**config.mk**
```make
export PLATFORM = sky130hd
export DESIGN_NAME = topk_running_min
export DESIGN_NICKNAME = d
export VERILOG_FILES = /design/src/rtl/topk_running_min.sv
export SDC_FILE = /design/constraint.sdc
export NUM_CORES = 1
export LEC_CHECK = 0
export ABC_AREA = 1
export ABC_CLOCK_PERIOD_IN_PS = 6300
export CAP_MARGIN = 10
export CORE_UTILIZATION = 62
export CTS_CLUSTER_SIZE = 8
export DETAILED_ROUTE_END_ITERATION = 10
export GPL_ROUTABILITY_DRIVEN = 1
export PLACE_DENSITY_LB_ADDON = 0.1
export RECOVER_POWER = 100
export SLEW_MARGIN = 25
export SYNTH_ARGS = -nofsm -noshare
export SYNTH_HDL_FRONTEND = slang
export SYNTH_SLANG_ARGS = --single-unit
export TNS_END_PERCENT = 10
```
**constraint.sdc**
```tcl
create_clock -name clk -period 6.3 [get_ports clk]
set_clock_uncertainty 0.1 [all_clocks]
set_input_delay 1.575 -clock clk [delete_from_list [all_inputs] [get_ports clk]]
set_output_delay 1.575 -clock clk [all_outputs]
set_load 0.05 [all_outputs]
```
**src/rtl/topk_running_min.sv**
```systemverilog
// Streaming K-best selector: keeps the K smallest (dist, idx) samples of a query
// in ascending order and emits the sorted list on a one-cycle strobe.
module topk_running_min #(
    parameter int DIST_WIDTH = 25,
    parameter int IDX_WIDTH  = 9,
    parameter int K          = 4,
    parameter int CNT_WIDTH  = 16
) (
    input  logic                      clk,
    input  logic                      rst_n,
    input  logic                      restart,
    input  logic                      in_valid,
    input  logic [DIST_WIDTH-1:0]     in_dist,
    input  logic [IDX_WIDTH-1:0]      in_idx,
    input  logic                      finalize,
    output logic                      out_valid,
    output logic [K*DIST_WIDTH-1:0]   out_dist,
    output logic [K*IDX_WIDTH-1:0]    out_idx,
    output logic [K-1:0]              out_entry_valid,
    output logic [CNT_WIDTH-1:0]      out_count,
    output logic                      protocol_err
);

    typedef enum logic [1:0] {IDLE, ACCUM, EMIT} state_t;

    state_t                state;
    logic [K-1:0]          vld_q;
    logic [DIST_WIDTH-1:0] dist_q [K];
    logic [IDX_WIDTH-1:0]  idx_q  [K];
    logic [CNT_WIDTH-1:0]  cnt_q;

    logic [K-1:0]          base_vld, le, nx_vld;
    logic [DIST_WIDTH-1:0] base_dist [K];
    logic [DIST_WIDTH-1:0] nx_dist   [K];
    logic [IDX_WIDTH-1:0]  base_idx  [K];
    logic [IDX_WIDTH-1:0]  nx_idx    [K];
    logic [CNT_WIDTH-1:0]  cnt_base, cnt_nx;

    logic open_eff, accept, fin_ok, err_now;

    // restart opens a query in the same cycle, so it legalises in_valid/finalize
    assign open_eff = (state == ACCUM) || restart;
    assign accept   = in_valid && open_eff;
    assign fin_ok   = finalize && open_eff;
    assign err_now  = (in_valid || finalize) && !open_eff;

    always_comb begin
        base_vld = '0;
        le       = '0;
        for (int unsigned i = 0; i < K; i++) begin
            base_vld[i]  = restart ? 1'b0 : vld_q[i];
            base_dist[i] = restart ? '1   : dist_q[i];
            base_idx[i]  = restart ? '0   : idx_q[i];
            le[i]        = base_vld[i] && (base_dist[i] <= in_dist);
        end
        nx_vld = base_vld;
        for (int unsigned i = 0; i < K; i++) begin
            nx_dist[i] = base_dist[i];
            nx_idx[i]  = base_idx[i];
        end
        // valid entries are sorted and contiguous, so le is a prefix mask:
        // entries before it stay, the first slot past it takes the sample, the rest shift
        if (accept) begin
            if (!le[0]) begin
                nx_vld[0]  = 1'b1;
                nx_dist[0] = in_dist;
                nx_idx[0]  = in_idx;
            end
            for (int unsigned i = 1; i < K; i++) begin
                if (!le[i]) begin
                    if (le[i-1]) begin
                        nx_vld[i]  = 1'b1;
                        nx_dist[i] = in_dist;
                        nx_idx[i]  = in_idx;
                    end else begin
                        nx_vld[i]  = base_vld[i-1];
                        nx_dist[i] = base_dist[i-1];
                        nx_idx[i]  = base_idx[i-1];
                    end
                end
            end
        end
        cnt_base = restart ? '0 : cnt_q;
        cnt_nx   = cnt_base;
        if (accept && (cnt_base != '1)) begin
            cnt_nx = cnt_base + 1'b1;
        end
    end

    always_ff @(posedge clk or negedge rst_n) begin
        if (!rst_n) begin
            state           <= IDLE;
            vld_q           <= '0;
            cnt_q           <= '0;
            out_valid       <= 1'b0;
            out_dist        <= '1;
            out_idx         <= '0;
            out_entry_valid <= '0;
            out_count       <= '0;
            protocol_err    <= 1'b0;
            for (int unsigned i = 0; i < K; i++) begin
                dist_q[i] <= '1;
                idx_q[i]  <= '0;
            end
        end else begin
            vld_q <= nx_vld;
            cnt_q <= cnt_nx;
            for (int unsigned i = 0; i < K; i++) begin
                dist_q[i] <= nx_dist[i];
                idx_q[i]  <= nx_idx[i];
            end
            if (fin_ok) begin
                state <= EMIT;
            end else if (restart) begin
                state <= ACCUM;
            end else if (state == EMIT) begin
                state <= IDLE;
            end
            out_valid <= fin_ok;
            if (fin_ok) begin
                out_entry_valid <= nx_vld;
                out_count       <= cnt_nx;
                for (int unsigned i = 0; i < K; i++) begin
                    out_dist[i*DIST_WIDTH +: DIST_WIDTH] <= nx_dist[i];
                    out_idx[i*IDX_WIDTH +: IDX_WIDTH]    <= nx_idx[i];
                end
            end
            if (err_now) begin
                protocol_err <= 1'b1;
            end
        end
    end

endmodule

```
==> run_results.csv, run 1 <==
group,metric,value,unit
run_status,status,"complete, but fails checks",
run_status,failed_checks,"capacitance limit, slew limit",
sta,slew_violations,349,
worst_setup_path,r2r-start,"dist_q[12]",
pwr,vdd_drop_max,0.000212,V
worst_setup_path,startpoint,"restart",
worst_setup_path,critPathArrivalTime,5.62,ns
route,avgViaCountPerCell,5.73,
run,maxCapViolCount,6,
pwr,p_int,4.35,mW
pwr,seq_power_share,0.381,
clock_tree,cts_buffer_depth,3,
worst_setup_path,slowest_delay,1.15,ns
floorplanning,die-area,0.0294,mm²
route,drt_pre_antenna_iters,6,
clock_tree,path_clk_slew,0.05,ns
final_layout,drive_above_1_share,0.126,
sta,fin_tns_setup,0,ns
worst_setup_path,crit_type,"in -> reg",
pwr,powerDensity,324,mW/mm²
worst_setup_path,reg2reg_depth,14,
sta,fin_crit,5.26,ns
global_route,grt_pass1_wl,83700,µm
sta,fmax,190,MHz
worst_setup_path,cp_cell_sequence,"buf_4 > clkbuf_1 > inv_1 > o21ai_0 > nand2_2 > a21oi_1 > buf_12 > nand3_1 > and2_0",
logic_synthesis,synthesis.area,0.0178,mm²
clock_tree,ctsResizeCount,0,
sta,max-slew-margin-rel,-1.16,
worst_setup_path,reg2reg_to,"dist_q[3]",
clock_tree,cts_htree_levels,2,
logic_synthesis,yosysTopAreaCell,"dfstp_2",
route,wl_per_cell,18.3,µm
placed_design,place_inst,2771,
sta,setup_viol,0,
floorplanning,start_util,0.635,
worst_setup_path,reg2reg_setup_slack,2.75,ns
logic_synthesis,yosys_register_bits,316,
worst_setup_path,required,6.66,ns
final_layout,nets,2580,
logic_synthesis,netlist.area_leader.share,0.295,
clock_tree,cts_tree,"built",
route,post-route-drc-count,0,
global_route,grt_use_total,0.365,
placed_design,port_buffers,196,
clock_tree,clockRootBuffer,"clkbuf_16",
placed_design,hpwl,33900,µm
route,ant_nets,0,
logic_synthesis,ys_types,42,
sta,rsz0062_at_grt,"no",
pwr,p_clk_frac,0.323,
floorplanning,rows,61,
floorplanning,die_h,171,µm
logic_synthesis,synth_seq_area_share,0.458,
floorplanning,die-width,171,µm
clock_tree,cts_inserted_buffers,45,
logic_synthesis,synth_area_per_cell,7.83,µm²
pwr,p_comb_frac,0.295,
sta,worst_slew_pin_slew,3.24,ns
global_route,grt.overflow.total,0,
logic_synthesis,ys_warn_count,0,
floorplanning,ioPinCount,197,
worst_setup_path,slowest_stage,"a21oi_1",
logic_synthesis,synth.area.top_cells,"dfstp_2 (30%), nand2_1 (17%), dfrtp_1 (16%)",
min_path,hold_path_class,"reg -> reg",
route,wl,52000,µm
pwr,switching_share,0.361,
route,vias,16264,
pwr,switchingPower,2.46,mW
worst_setup_path,critPathLaunchType,"input pin",
clock_tree,clock_latency,0.54,ns
worst_setup_path,critPathMaxFanout,51,
floorplanning,core_area,0.0280,mm²
clock_tree,cts_sinks,316,
final_layout,final_core_util,0.752,
clock_tree,post_cts_buffers,0,
global_route,grt_pass1_vias,16069,
global_route,antenna_found_initial,2,
logic_synthesis,netlist_instances,2272,
pwr,power.leakage,10.2,nW
final_layout,areaGrowthSynthToFinish,18.4,%
min_path,min_from,"out_dist[44]",
min_path,holdPathEnd,"out_dist[44]",
worst_setup_path,end_kind,"flip-flop",
sta,min_period_over_period,0.836,
sta,hold_viol_final,0,
global_route,grt_max_degree,133,
placed_design,gp_congestion,0.956,
final_layout,stdcell_count,2840,
clock_tree,holdBufCountCts,0,
logic_synthesis,syn-num-nets,2412,
route,drt-initial-drc-count,1563,
min_path,holdPathStages,2,
## critical path: cells and delay by family
kind                   cells  cell delay [ns]
buffers and inverters      4             1.81
AO/OA/AOI/OAI              2             1.55
AND/OR/NAND/NOR            3             0.65
## power groups by stage
stage	sequential, mW	combinational (mW)	clock (mW)
after floorplan	3.25	0.739	0
after global placement	2.62	2.04	0
after detailed placement	2.63	2.08	0
after CTS	2.61	2.10	2.22
final	2.60	2.01	2.21
after global routing	2.63	2.16	2.30
## area by class of cell
class | instances | area, µm²
inverter | 211 | 795
timing repair buffer | 225 | 2260
clock inverter | 2 | 13.8
fill | 2167 | 6940
multi-input combinational | 1641 | 8130
tap | 378 | 473
sequential | 316 | 8160
clock buffer | 66 | 1250
antenna | 1 | 2.50
## cells in the final DEF, fill, tap and decap left out, drive strengths merged, types with 6 or more instances in the layout
cell type / Yosys / layout
a21o: 7 / 7
a21oi: 35 / 35
a31oi: 7 / 7
and2: 102 / 102
buf: 54 / 27
clkbuf: 50 / 70
clkdlybuf4s50: 0 / 36
dfrtp: 116 / 116
dfstp: 200 / 200
dlygate4sd3: 0 / 158
ha: 101 / 101
inv: 211 / 212
nand2: 813 / 813
nand3: 322 / 322
nand3b: 6 / 6
nand4: 13 / 13
nor2: 163 / 163
nor3: 10 / 10
o21ai: 41 / 41
xor2: 9 / 9
## metal layers
metal | part of all wire | global-route usage
met1 | 0.41 | 0.498
met5 | 0.00025 | 0
met4 | 0.035 | 0.143
met3 | 0.10 | 0.0778
met2 | 0.45 | 0.570
## how the worst max path moves through the flow
stage	endpoint	depth (start not counted)	slack [ns]
after floorplan	out_dist[23]	21	2.33
after global placement	out_idx[12]	14	1.41
after detailed placement	out_dist[38]	18	1.36
after CTS	out_dist[40]	18	1.88
after global routing	dist_q[3]	9	0.87
final	dist_q[3]	9	1.04
## flip-flops by register name, summed over array words and instances, names as in the netlist
name,cells
dist_q,100
out_dist,100
idx_q,36
out_idx,36
cnt_q,16
out_count,16
out_entry_valid,4
vld_q,4
state,2
out_valid,1
protocol_err,1
## cell families (layout without fill, tap and decap cells)
group                      Yosys count  in the layout  share of synthesized area
AOI/OAI and AO/OA                   96             96                     0.0382
xor gates and xnor gates            13             13                    0.00809
adders and majority gates          101            101                     0.0710
buffers and inverters              315            504                     0.0745
DFF                                316            316                      0.458
other                                0              1                          0
and+or+nand+nor                   1431           1431                      0.350
## per-stage QoR
stage	setup slack (ns)	hold slack, ns	power, mW	area (µm²)
after floorplan	2.33	0.394	3.99	17800
after global placement	1.41	0.356	4.67	20000
after detailed placement	1.36	0.356	4.71	20000
after CTS	1.88	0.365	6.93	21300
after global routing	0.866	0.374	7.09	21100
final	1.04	0.360	6.82	21100
## synthesized netlist by cell type, drive strengths merged
master and count:
nor4 1, dfrtp 116, xnor2 4, xor2 9
nand3b 6, buf 54, nor2 163, o21ai 41
a21o 7, a31o 1, nand3 322, ha 101
nand4 13, inv 211, a21oi 35, nor3 10
dfstp 200, or2 1, nand2 813, a31oi 7
a21boi 3, o21bai 2, and2 102, clkbuf 50
No activity file was read; power rests on OpenSTA's default activity.
==> inputs of run 2 (changes only) <==
--- a/config.mk
+++ b/config.mk
@@ -6,9 +6,9 @@
 export NUM_CORES = 1
 export LEC_CHECK = 0
 export ABC_AREA = 1
-export ABC_CLOCK_PERIOD_IN_PS = 6300
+export ABC_CLOCK_PERIOD_IN_PS = 4700
 export CAP_MARGIN = 10
-export CORE_UTILIZATION = 62
+export CORE_UTILIZATION = 52
 export CTS_CLUSTER_SIZE = 8
 export DETAILED_ROUTE_END_ITERATION = 10
 export GPL_ROUTABILITY_DRIVEN = 1
==> constraint.sdc (replaced) <==
create_clock -name clk -period 4.7 [get_ports clk]
set_clock_uncertainty 0.1 [all_clocks]
set_input_delay 1.175 -clock clk [delete_from_list [all_inputs] [get_ports clk]]
set_output_delay 1.175 -clock clk [all_outputs]
set_load 0.05 [all_outputs]
==> run 2 against run 1 <==
Against the previous run:
- the run still ends with capacitance limit, slew limit left
- die area grew 19%
- setup slack lost 0.65 ns
- critical path type unchanged
- clock power grew 31%
- largest power group unchanged
- routed wire length shrank 0.47%
- cell count grew 3.3%
- flip-flop and latch count is the same
- critical endpoint is now out_dist[21]
- register-to-register slack lost 1.4 ns
==> run_results.csv, run 2 (synthesis gave the netlist of run 1 again) <==
group,metric,value,unit
floorplanning,ioPinCount,197,
final_layout,nFillCells,3006,
pwr,power.leakage,10.4,nW
final_layout,nets,2605,
worst_setup_path,critPathLaunchType,"input pin",
sta,slew_violations,84,
sta,fin_crit,4.31,ns
global_route,grt_use_total,0.299,
worst_setup_path,cp_cell_sequence,"dlygate4sd3_1 > inv_1 > ha_1 > nand2_1 > nor4_1 > buf_4 > nand2_1 > nand2_4 > nand2_4 > nand2_1 > buf_12 > nand2_1 > o21ai_0 > nand2_1 > nand2_1",
pwr,switching_share,0.361,
final_layout,final_common_cell,"nand2_1",
route,drt-initial-drc-count,1181,
sta,min_period_over_period,0.917,
sta,hold_viol_final,0,
global_route,grt.overflow.total,0,
route,post-route-drc-count,0,
clock_tree,clock_latency,0.53,ns
clock_tree,post_cts_buffers,0,
clock_tree,ctsResizeCount,0,
pwr,switchingPower,3.28,mW
final_layout,stdcell_area,0.0214,mm²
route,wl_per_cell,17.7,µm
global_route,grt_max_degree,86,
worst_setup_path,crit_top_cell,"nand2_1",
floorplanning,die_h,187,µm
clock_tree,cts_inserted_buffers,45,
final_layout,stdcell_count,2933,
sta,worst_slew_pin_slew,2.28,ns
worst_setup_path,crit_type,"in -> reg",
pwr,p_comb_frac,0.299,
worst_setup_path,critPathBufInv,4,
final_layout,drive_above_1_share,0.135,
final_layout,reg.largest.list,"dist_q: 100 flops, out_dist: 100 flops",
worst_setup_path,crit_family,"simple AND/OR/NAND/NOR gates",
clock_tree,cts_htree_levels,2,
route,ant_nets,0,
pwr,vdd_drop_max,0.000263,V
floorplanning,core_area,0.0336,mm²
worst_setup_path,required,5.06,ns
sta,hold_ws,0.360,ns
worst_setup_path,slowest_stage,"nor4_1",
clock_tree,cts_sinks,316,
worst_setup_path,slowest_delay,0.71,ns
sta,fmax,232,MHz
placed_design,place_area,0.0204,mm²
final_layout,final_cell_mix,"nand2_1 (797), nand3_1 (321), inv_1 (205)",
worst_setup_path,end_kind,"flip-flop",
final_layout,final_core_util,0.636,
global_route,grt_pass1_wl,83100,µm
sta,setup_viol,0,
sta,max-slew-margin-rel,-0.520,
sta,fin_tns_setup,0,ns
pwr,p_clk_frac,0.318,
route,drt_pre_antenna_iters,6,
run_status,failed_checks,"capacitance limit, slew limit",
floorplanning,die-width,187,µm
run,maxCapViolCount,1,
final_layout,diodes,0,
route,avgViaCountPerCell,5.34,
floorplanning,die-area,0.0350,mm²
final_layout,areaGrowthSynthToFinish,20.1,%
clock_tree,clockRootBuffer,"clkbuf_16",
route,vias,15666,
worst_setup_path,critPathArrivalTime,4.67,ns
pwr,p_int,5.80,mW
clock_tree,holdBufCountCts,0,
floorplanning,rows,67,
floorplanning,start_util,0.529,
clock_tree,path_clk_slew,0.05,ns
route,wl,51800,µm
global_route,antenna_found_initial,0,
placed_design,place_inst,2866,
placed_design,hpwl,35600,µm
pwr,seq_power_share,0.383,
run_status,status,"complete, but fails checks",
placed_design,port_buffers,196,
global_route,grt_pass1_vias,15179,
pwr,powerDensity,425,mW/mm²
sta,rsz0062_at_grt,"no",
worst_setup_path,critPathMaxFanout,25,
clock_tree,cts_tree,"built",
min_path,hold_path_class,"reg -> reg",
placed_design,gp_congestion,0.941,
clock_tree,cts_buffer_depth,3,
-- run 2: worst paths after layout --
kind	startpoint	endpoint	slack, ns	depth (start not counted)
min in group asynchronous	rst_n	out_valid	1.21	1
worst max register to register	dist_q[91]	out_dist[40]	1.37	16
worst min-delay path	out_dist[93]	out_dist[93]	0.36	2
max in group asynchronous	rst_n	out_idx[10]	1.01	2
worst max-delay path	in_dist[4]	out_dist[21]	0.39	15
worst min register to register	out_dist[93]	out_dist[93]	0.36	2
-- run 2: power groups by stage --
stage | Combinational, mW | Sequential [mW] | Clock (mW)
final | 2.71 | 3.48 | 2.89
after global routing | 2.91 | 3.52 | 3.05
after CTS | 2.84 | 3.49 | 2.93
after detailed placement | 2.83 | 3.52 | 0
after global placement | 2.79 | 3.52 | 0
after floorplan | 0.990 | 4.36 | 0
-- run 2: area by class of cell --
class                   count  area (µm²)  area share
flip-flops and latches    316        8160       0.382
multi-input cells        1641        8140       0.381
clock buffers              64        1200      0.0560
inverters                 211         795      0.0372
well taps                 448         561      0.0262
clock inverters             3        22.5     0.00105
repair buffers            250        2510       0.117
-- run 2: through the flow --
| step | setup WS (ns) | total power, mW |
|---|---|---|
| 2_1_floorplan | 1.13 | 5.35 |
| 3_3_place_gp | 0.170 | 6.31 |
| 3_5_place_dp | 0.165 | 6.35 |
| 4_1_cts | 0.708 | 9.27 |
| 5_1_grt | 0.287 | 9.49 |
| 6_report | 0.389 | 9.08 |
-- run 2: metal layers --
metal / GRT usage / part of all wire
met3: 0.0454 / 0.071
met2: 0.473 / 0.45
met4: 0.0794 / 0.024
met1: 0.430 / 0.45
met5: 0 / 0
-- run 2: tightest hold or removal path: stages (launching register included) --
cell	delay, ns
dfstp_2	0.36
nand2_1	0.05
nand2_1	0.05
==> inputs of run 3 (changes only) <==
--- a/config.mk
+++ b/config.mk
@@ -14,6 +14,7 @@
 export GPL_ROUTABILITY_DRIVEN = 1
 export PLACE_DENSITY_LB_ADDON = 0.1
 export RECOVER_POWER = 100
+export SKIP_LAST_GASP = 1
 export SLEW_MARGIN = 25
 export SYNTH_ARGS = -nofsm -noshare
 export SYNTH_HDL_FRONTEND = slang
==> results of run 3 <==
Final layout, timing and power as in run 2 (identical DEF).
